==> config.mk <==
export PLATFORM = sky130hd
export DESIGN_NAME = cordic_rotation_scheduler
export DESIGN_NICKNAME = d
export VERILOG_FILES = /design/src/rtl/cordic_rotation_scheduler.sv
export SDC_FILE = /design/constraint.sdc
export NUM_CORES = 1
export LEC_CHECK = 0
export ABC_CLOCK_PERIOD_IN_PS = 3000
export CORE_AREA = 2 2 125 127
export DETAILED_ROUTE_END_ITERATION = 10
export DIE_AREA = 0 0 127 129
export DONT_BUFFER_PORTS = 1
export HOLD_SLACK_MARGIN = 0.1
export PLACE_DENSITY_LB_ADDON = 0.15
export RECOVER_POWER = 25
export SLEW_MARGIN = 20
export SYNTH_ARGS = -nofsm -noshare
export SYNTH_HDL_FRONTEND = slang
export SYNTH_SLANG_ARGS = --single-unit
==> constraint.sdc <==
create_clock -name clk -period 3 [get_ports clk]
set_input_delay 0.75 -clock clk [delete_from_list [all_inputs] [get_ports clk]]
set_output_delay 0.75 -clock clk [all_outputs]
set_load 0.05 [all_outputs]
==> src/rtl/cordic_rotation_scheduler.sv <==
// cordic_rotation_scheduler: round-robin front end that shares one iterative CORDIC
// rotation unit between NREQ requesters. It latches the winner's operands, holds
// cor_valid until cor_done, and returns the result pair tagged with the requester index.
// Optional build macro: CORDIC_SCHED_TIMEOUT_EN adds an abort after TIMEOUT RUN cycles.
module cordic_rotation_scheduler #(
  parameter int unsigned NREQ    = 4,
  parameter int unsigned WL      = 16,
  parameter int unsigned TIMEOUT = 31,
  localparam int unsigned IDW    = $clog2(NREQ)
) (
  input  logic               clk,
  input  logic               rst,
  input  logic [NREQ-1:0]    req,
  input  logic [NREQ*WL-1:0] req_x,
  input  logic [NREQ*WL-1:0] req_y,
  input  logic [NREQ*WL-1:0] req_theta,
  output logic [NREQ-1:0]    gnt,
  output logic               cor_valid,
  output logic [WL-1:0]      cor_x,
  output logic [WL-1:0]      cor_y,
  output logic [WL-1:0]      cor_theta,
  input  logic [WL-1:0]      cor_x_res,
  input  logic [WL-1:0]      cor_y_res,
  input  logic               cor_done,
  output logic               res_valid,
  input  logic               res_ready,
  output logic [WL-1:0]      res_x,
  output logic [WL-1:0]      res_y,
  output logic [IDW-1:0]     res_id,
  output logic               res_err,
  output logic               busy
);

  typedef enum logic [1:0] {StIdle, StRun, StResult} state_e;

  state_e         state_q, state_d;
  logic [IDW-1:0] ptr_q, ptr_d;
  logic [IDW-1:0] id_q, id_d;
  logic [NREQ-1:0] gnt_q, gnt_d;
  logic [WL-1:0]  op_x_q, op_x_d;
  logic [WL-1:0]  op_y_q, op_y_d;
  logic [WL-1:0]  op_t_q, op_t_d;
  logic [WL-1:0]  rx_q, rx_d;
  logic [WL-1:0]  ry_q, ry_d;
  logic           err_q, err_d;

  logic           win_found;
  logic [IDW-1:0] win_idx;
  logic [IDW-1:0] cand;
  logic [WL-1:0]  win_x, win_y, win_t;
  logic           tmo_hit;

  if (NREQ < 2 || TIMEOUT < 1) begin : g_param_check
    $error("cordic_rotation_scheduler: NREQ must be >= 2 and TIMEOUT >= 1");
  end

  // Round-robin pick: first requesting index at or after ptr, wrapping modulo NREQ.
  always_comb begin
    win_found = 1'b0;
    win_idx   = '0;
    cand      = '0;
    for (int i = 0; i < NREQ; i++) begin
      cand = IDW'((int'(ptr_q) + i) % NREQ);
      if (!win_found && req[cand]) begin
        win_found = 1'b1;
        win_idx   = cand;
      end
    end
  end

  // Operand mux for the winning requester.
  always_comb begin
    win_x = '0;
    win_y = '0;
    win_t = '0;
    for (int i = 0; i < NREQ; i++) begin
      if (win_idx == IDW'(i)) begin
        win_x = req_x[i*WL +: WL];
        win_y = req_y[i*WL +: WL];
        win_t = req_theta[i*WL +: WL];
      end
    end
  end

`ifdef CORDIC_SCHED_TIMEOUT_EN
  localparam int unsigned CntW = $clog2(TIMEOUT + 1);

  logic [CntW-1:0] tmo_cnt_q, tmo_cnt_d;

  // The counter is zero on RUN entry; it fires in the TIMEOUT-th RUN cycle.
  assign tmo_hit = (state_q == StRun) && (tmo_cnt_q == CntW'(TIMEOUT - 1));

  // Timeout counter next state: count RUN cycles, clear everywhere else.
  always_comb begin
    tmo_cnt_d = '0;
    if (state_q == StRun) begin
      tmo_cnt_d = tmo_cnt_q + 1'b1;
    end
  end

  // Timeout counter register.
  always_ff @(posedge clk or negedge rst) begin
    if (!rst) begin
      tmo_cnt_q <= '0;
    end else begin
      tmo_cnt_q <= tmo_cnt_d;
    end
  end
`else
  assign tmo_hit = 1'b0;
`endif

  // FSM next state plus the datapath registers it controls.
  always_comb begin
    state_d = state_q;
    ptr_d   = ptr_q;
    id_d    = id_q;
    gnt_d   = '0;
    op_x_d  = op_x_q;
    op_y_d  = op_y_q;
    op_t_d  = op_t_q;
    rx_d    = rx_q;
    ry_d    = ry_q;
    err_d   = err_q;
    unique case (state_q)
      StIdle: begin
        if (win_found) begin
          state_d = StRun;
          ptr_d   = (win_idx == IDW'(NREQ - 1)) ? '0 : win_idx + 1'b1;
          id_d    = win_idx;
          gnt_d   = NREQ'(1) << win_idx;
          op_x_d  = win_x;
          op_y_d  = win_y;
          op_t_d  = win_t;
        end
      end
      StRun: begin
        // A real done beats a timeout landing on the same edge.
        if (cor_done) begin
          state_d = StResult;
          rx_d    = cor_x_res;
          ry_d    = cor_y_res;
          err_d   = 1'b0;
        end else if (tmo_hit) begin
          state_d = StResult;
          rx_d    = '0;
          ry_d    = '0;
          err_d   = 1'b1;
        end
      end
      StResult: begin
        if (res_ready) begin
          state_d = StIdle;
        end
      end
      default: begin
        state_d = StIdle;
      end
    endcase
  end

  // State and datapath registers; reset clears every output and the RR pointer.
  always_ff @(posedge clk or negedge rst) begin
    if (!rst) begin
      state_q <= StIdle;
      ptr_q   <= '0;
      id_q    <= '0;
      gnt_q   <= '0;
      op_x_q  <= '0;
      op_y_q  <= '0;
      op_t_q  <= '0;
      rx_q    <= '0;
      ry_q    <= '0;
      err_q   <= 1'b0;
    end else begin
      state_q <= state_d;
      ptr_q   <= ptr_d;
      id_q    <= id_d;
      gnt_q   <= gnt_d;
      op_x_q  <= op_x_d;
      op_y_q  <= op_y_d;
      op_t_q  <= op_t_d;
      rx_q    <= rx_d;
      ry_q    <= ry_d;
      err_q   <= err_d;
    end
  end

  // cor_valid comes straight from the state register, so an async reset drops it at once,
  // and RESULT plus the following IDLE cycle give the unit its low re-arm gap.
  assign cor_valid = (state_q == StRun);
  assign res_valid = (state_q == StResult);
  assign busy      = (state_q != StIdle);
  assign gnt       = gnt_q;
  assign cor_x     = op_x_q;
  assign cor_y     = op_y_q;
  assign cor_theta = op_t_q;
  assign res_x     = rx_q;
  assign res_y     = ry_q;
  assign res_id    = id_q;
`ifdef CORDIC_SCHED_TIMEOUT_EN
  assign res_err   = err_q;
`else
  assign res_err   = err_q & 1'b0;
`endif

endmodule
==> metrics.yaml <==
run_status: "finished with violations"
violations: "max-capacitance violations, max-slew violations"
die_outline_area_um2: 16400
drt_pass1_iterations: 4
route.detailed.vias_per_inst: 6.07
critical_path.endpoint_type: "register"
clock_insertion_delay_worst_skew_ns: 0.34
async_flop_share: 1.00
final_layout_size_suffix_gt1_frac: 0.136
total_power_mw: 8.85
whs_ns: 0.509
syn_inst: 565
design.portCount: 322
worst_ir_drop_on_vdd_v: 0.000543
synth_largest_type_area_fraction: 0.434
required_ns: 3.26
drc: 0
clock_sinks: 90
cell_area_placed_um2: 5400
yosysWarningCount: 0
timing.setup.tns_ns: 0
critical_path_start_end_classification: "primary input to register"
synth_seq_area_share: 0.434
start_util: 0.346
layout_min_cycle_time_ns: 2.53
setup_violations: 0
post_synth_num_cell_types: 34
worstPathArrival_ns: 2.80
leakage_power_nw: 2.31
pin_count_of_the_biggest_net_entering_global_routing: 91
global_route_wire_length_before_repair_um: 24300
detailedRoute.firstIterationViolations: 253
synth-main-ff-cell: "sky130_fd_sc_hd__dfrtp_1"
power.density_cell_area_nw_per_um2: 1550
drt.antenna.violating_nets: 0
number_of_buffers_added_by_the_clock_tree_synthesis_step: 9
synth.top_cells.by_count: "sky130_fd_sc_hd__a21oi_1 (98), sky130_fd_sc_hd__dfrtp_1 (90), sky130_fd_sc_hd__inv_1 (51), sky130_fd_sc_hd__nand2_1 (51), sky130_fd_sc_hd__nand3b_1 (49)"
post_synth.cell_area_avg_um2: 9.18
die_width_um: 127
cts_resized: 0
synthesis.nets: 801
synthMostInstantiatedCell: "sky130_fd_sc_hd__a21oi_1"
final_util: 0.382
place.port_buffers: 0
synth-edff-count: 0
routed_wire_length_per_instance_um: 22.7
yosys-top-cells-area: "sky130_fd_sc_hd__dfrtp_1 (43%), sky130_fd_sc_hd__a21oi_1 (9.5%), sky130_fd_sc_hd__a221o_1 (9.3%)"
placement_rows: 45
worstReg2RegEnd: "cor_theta[12]"
cp-endpoint: "cor_y[8]"
total_number_of_vias: 4402
clk_root_buffer_cell: "sky130_fd_sc_hd__clkbuf_16"
layout_worst_path_cycle_share: 0.844
least_margin_pin_slew_ns: 2.03
rr_startpoint: "ptr_q[1]"
crit_path_start: "req[0]"
layout-area-overhead-vs-synth_pct: 10.3
placedCellCount: 708
clkTransAtPathRegs_ns: 0.07
num-fill-cells: 1516
rsz0062_at_grt: "false"
worst-path-max-fanout: 54
holdCritPathClass: "primary input to register"
setup_slack_ns: 0.467
global_route.overflow_total: 0
core_um2: 15000
final_cell_count_without_fillers: 725
worst_slew_margin_rel: -0.355
finalWeightedCongestion: 0.857
globalRouteTotalUtil: 0.190
fin_nets: 768
cts_tree: "yes"
cap_viol_max_count: 1
post-place-ws_ns: 0.111
postLayoutCellArea_um2: 5720
ys_ff_latch: 90
synthDominantAreaCellType: "sky130_fd_sc_hd__dfrtp_1"
timing.final.hold_violations: 0
antenna_found_initial: 0
dieHeight_um: 129
startpoint_type: "primary input"
dp_hpwl_um: 11800
hold-path-cell-count: 1
timing.final.max_slew_violations: 91
number_of_global_route_vias_before_repair: 4391
h-tree-depth: 3
clock_path_buffers: 2
final.setup_skew_ns: 0.00595
wl_um: 16400
maxClockFrequency_ghz: 0.395
timing.reg2reg.worst_path_depth: 8
syn-cell-area_um2: 5190
ff2ff_setup_slack_ns: 0.78
antenna_cells_inserted: 0
[critical path, cell delays in order]
cell	delay [ns]
sky130_fd_sc_hd__or4_2	0.70
sky130_fd_sc_hd__and4_1	0.25
sky130_fd_sc_hd__ha_2	0.22
sky130_fd_sc_hd__buf_12	0.18
sky130_fd_sc_hd__nand3b_1	0.19
sky130_fd_sc_hd__a221o_1	0.30
sky130_fd_sc_hd__a31oi_1	0.17
[metal layers]
metal	vias to the layer above	share of wire	global-route usage
met5	-	0	0
li1	1994	-	-
met1	2149	0.39	0.223
met2	233	0.49	0.329
met3	26	0.092	0.0536
met4	0	0.022	0.0776
[area by class of cell]
type                            count  area, um2  share of cell area
Clock buffer                        9        225              0.0394
Clock inverter                      7       95.1              0.0166
Inverter                           51        191              0.0335
Multi-Input combinational cell    363       2500               0.436
Sequential cell                    90       2250               0.394
Tap cell                          188        235              0.0411
Timing Repair Buffer               17        225              0.0394
[power by group]
group | total, mW | switching (mW) | internal, mW
logic | 3.25 | 1.77 | 1.48
clock network | 1.21 | 0.536 | 0.671
registers | 4.39 | 2.59 | 1.81
[how the worst min path moves through the flow]
stage                  start            to  slack (ns)
finish              cor_done    state_q[0]        0.51
global route        cor_done    state_q[0]        0.50
CTS                      rst  cor_theta[6]        0.34
detailed placement       rst     cor_x[14]        0.46
global placement         rst  cor_theta[0]        0.46
floorplan                rst  cor_theta[0]        0.45
[sequential cells by signal, indices dropped and copies added, names as in the netlist]
signal / count
cor_x: 16
ptr_q: 2
res_id: 2
res_y: 16
gnt: 4
cor_theta: 16
state_q: 2
cor_y: 16
res_x: 16
[placed cells by master, fill, tap and decap left out, types with 3 or more instances in the layout]
cell type                   synthesis  final
sky130_fd_sc_hd__nand2_1           51     51
sky130_fd_sc_hd__dfrtp_1           90     90
sky130_fd_sc_hd__a31oi_1           48     48
sky130_fd_sc_hd__nand2b_1           3      3
sky130_fd_sc_hd__nand3b_1          49     49
sky130_fd_sc_hd__and3_1             5      5
sky130_fd_sc_hd__mux2_2            32     32
sky130_fd_sc_hd__clkbuf_16          0      9
sky130_fd_sc_hd__a21boi_0           3      3
sky130_fd_sc_hd__inv_1             51     51
sky130_fd_sc_hd__a21oi_1           98     98
sky130_fd_sc_hd__nor2_1             4      3
sky130_fd_sc_hd__a221o_1           48     48
sky130_fd_sc_hd__buf_12             0      8
sky130_fd_sc_hd__buf_4              1      8
[repair_timing]
action / 4_1_cts / 5_1_grt
hold endpoints to repair: 90 / 0
buffers inserted: 0 / 0
hold buffers: 1 / 0
[cells by family after synthesis]
logic type / count (synthesis) / share of synthesized area
AO/OA/AOI/OAI: 205 / 0.262
multiplexers: 33 / 0.0714
adder cells (fa/ha/maj): 4 / 0.00965
other: 1 / 0.000723
AND/OR/NAND/NOR: 120 / 0.130
flip-flops: 90 / 0.434
buffers and inverters: 112 / 0.0924
Power figures use the tool's default switching activity.
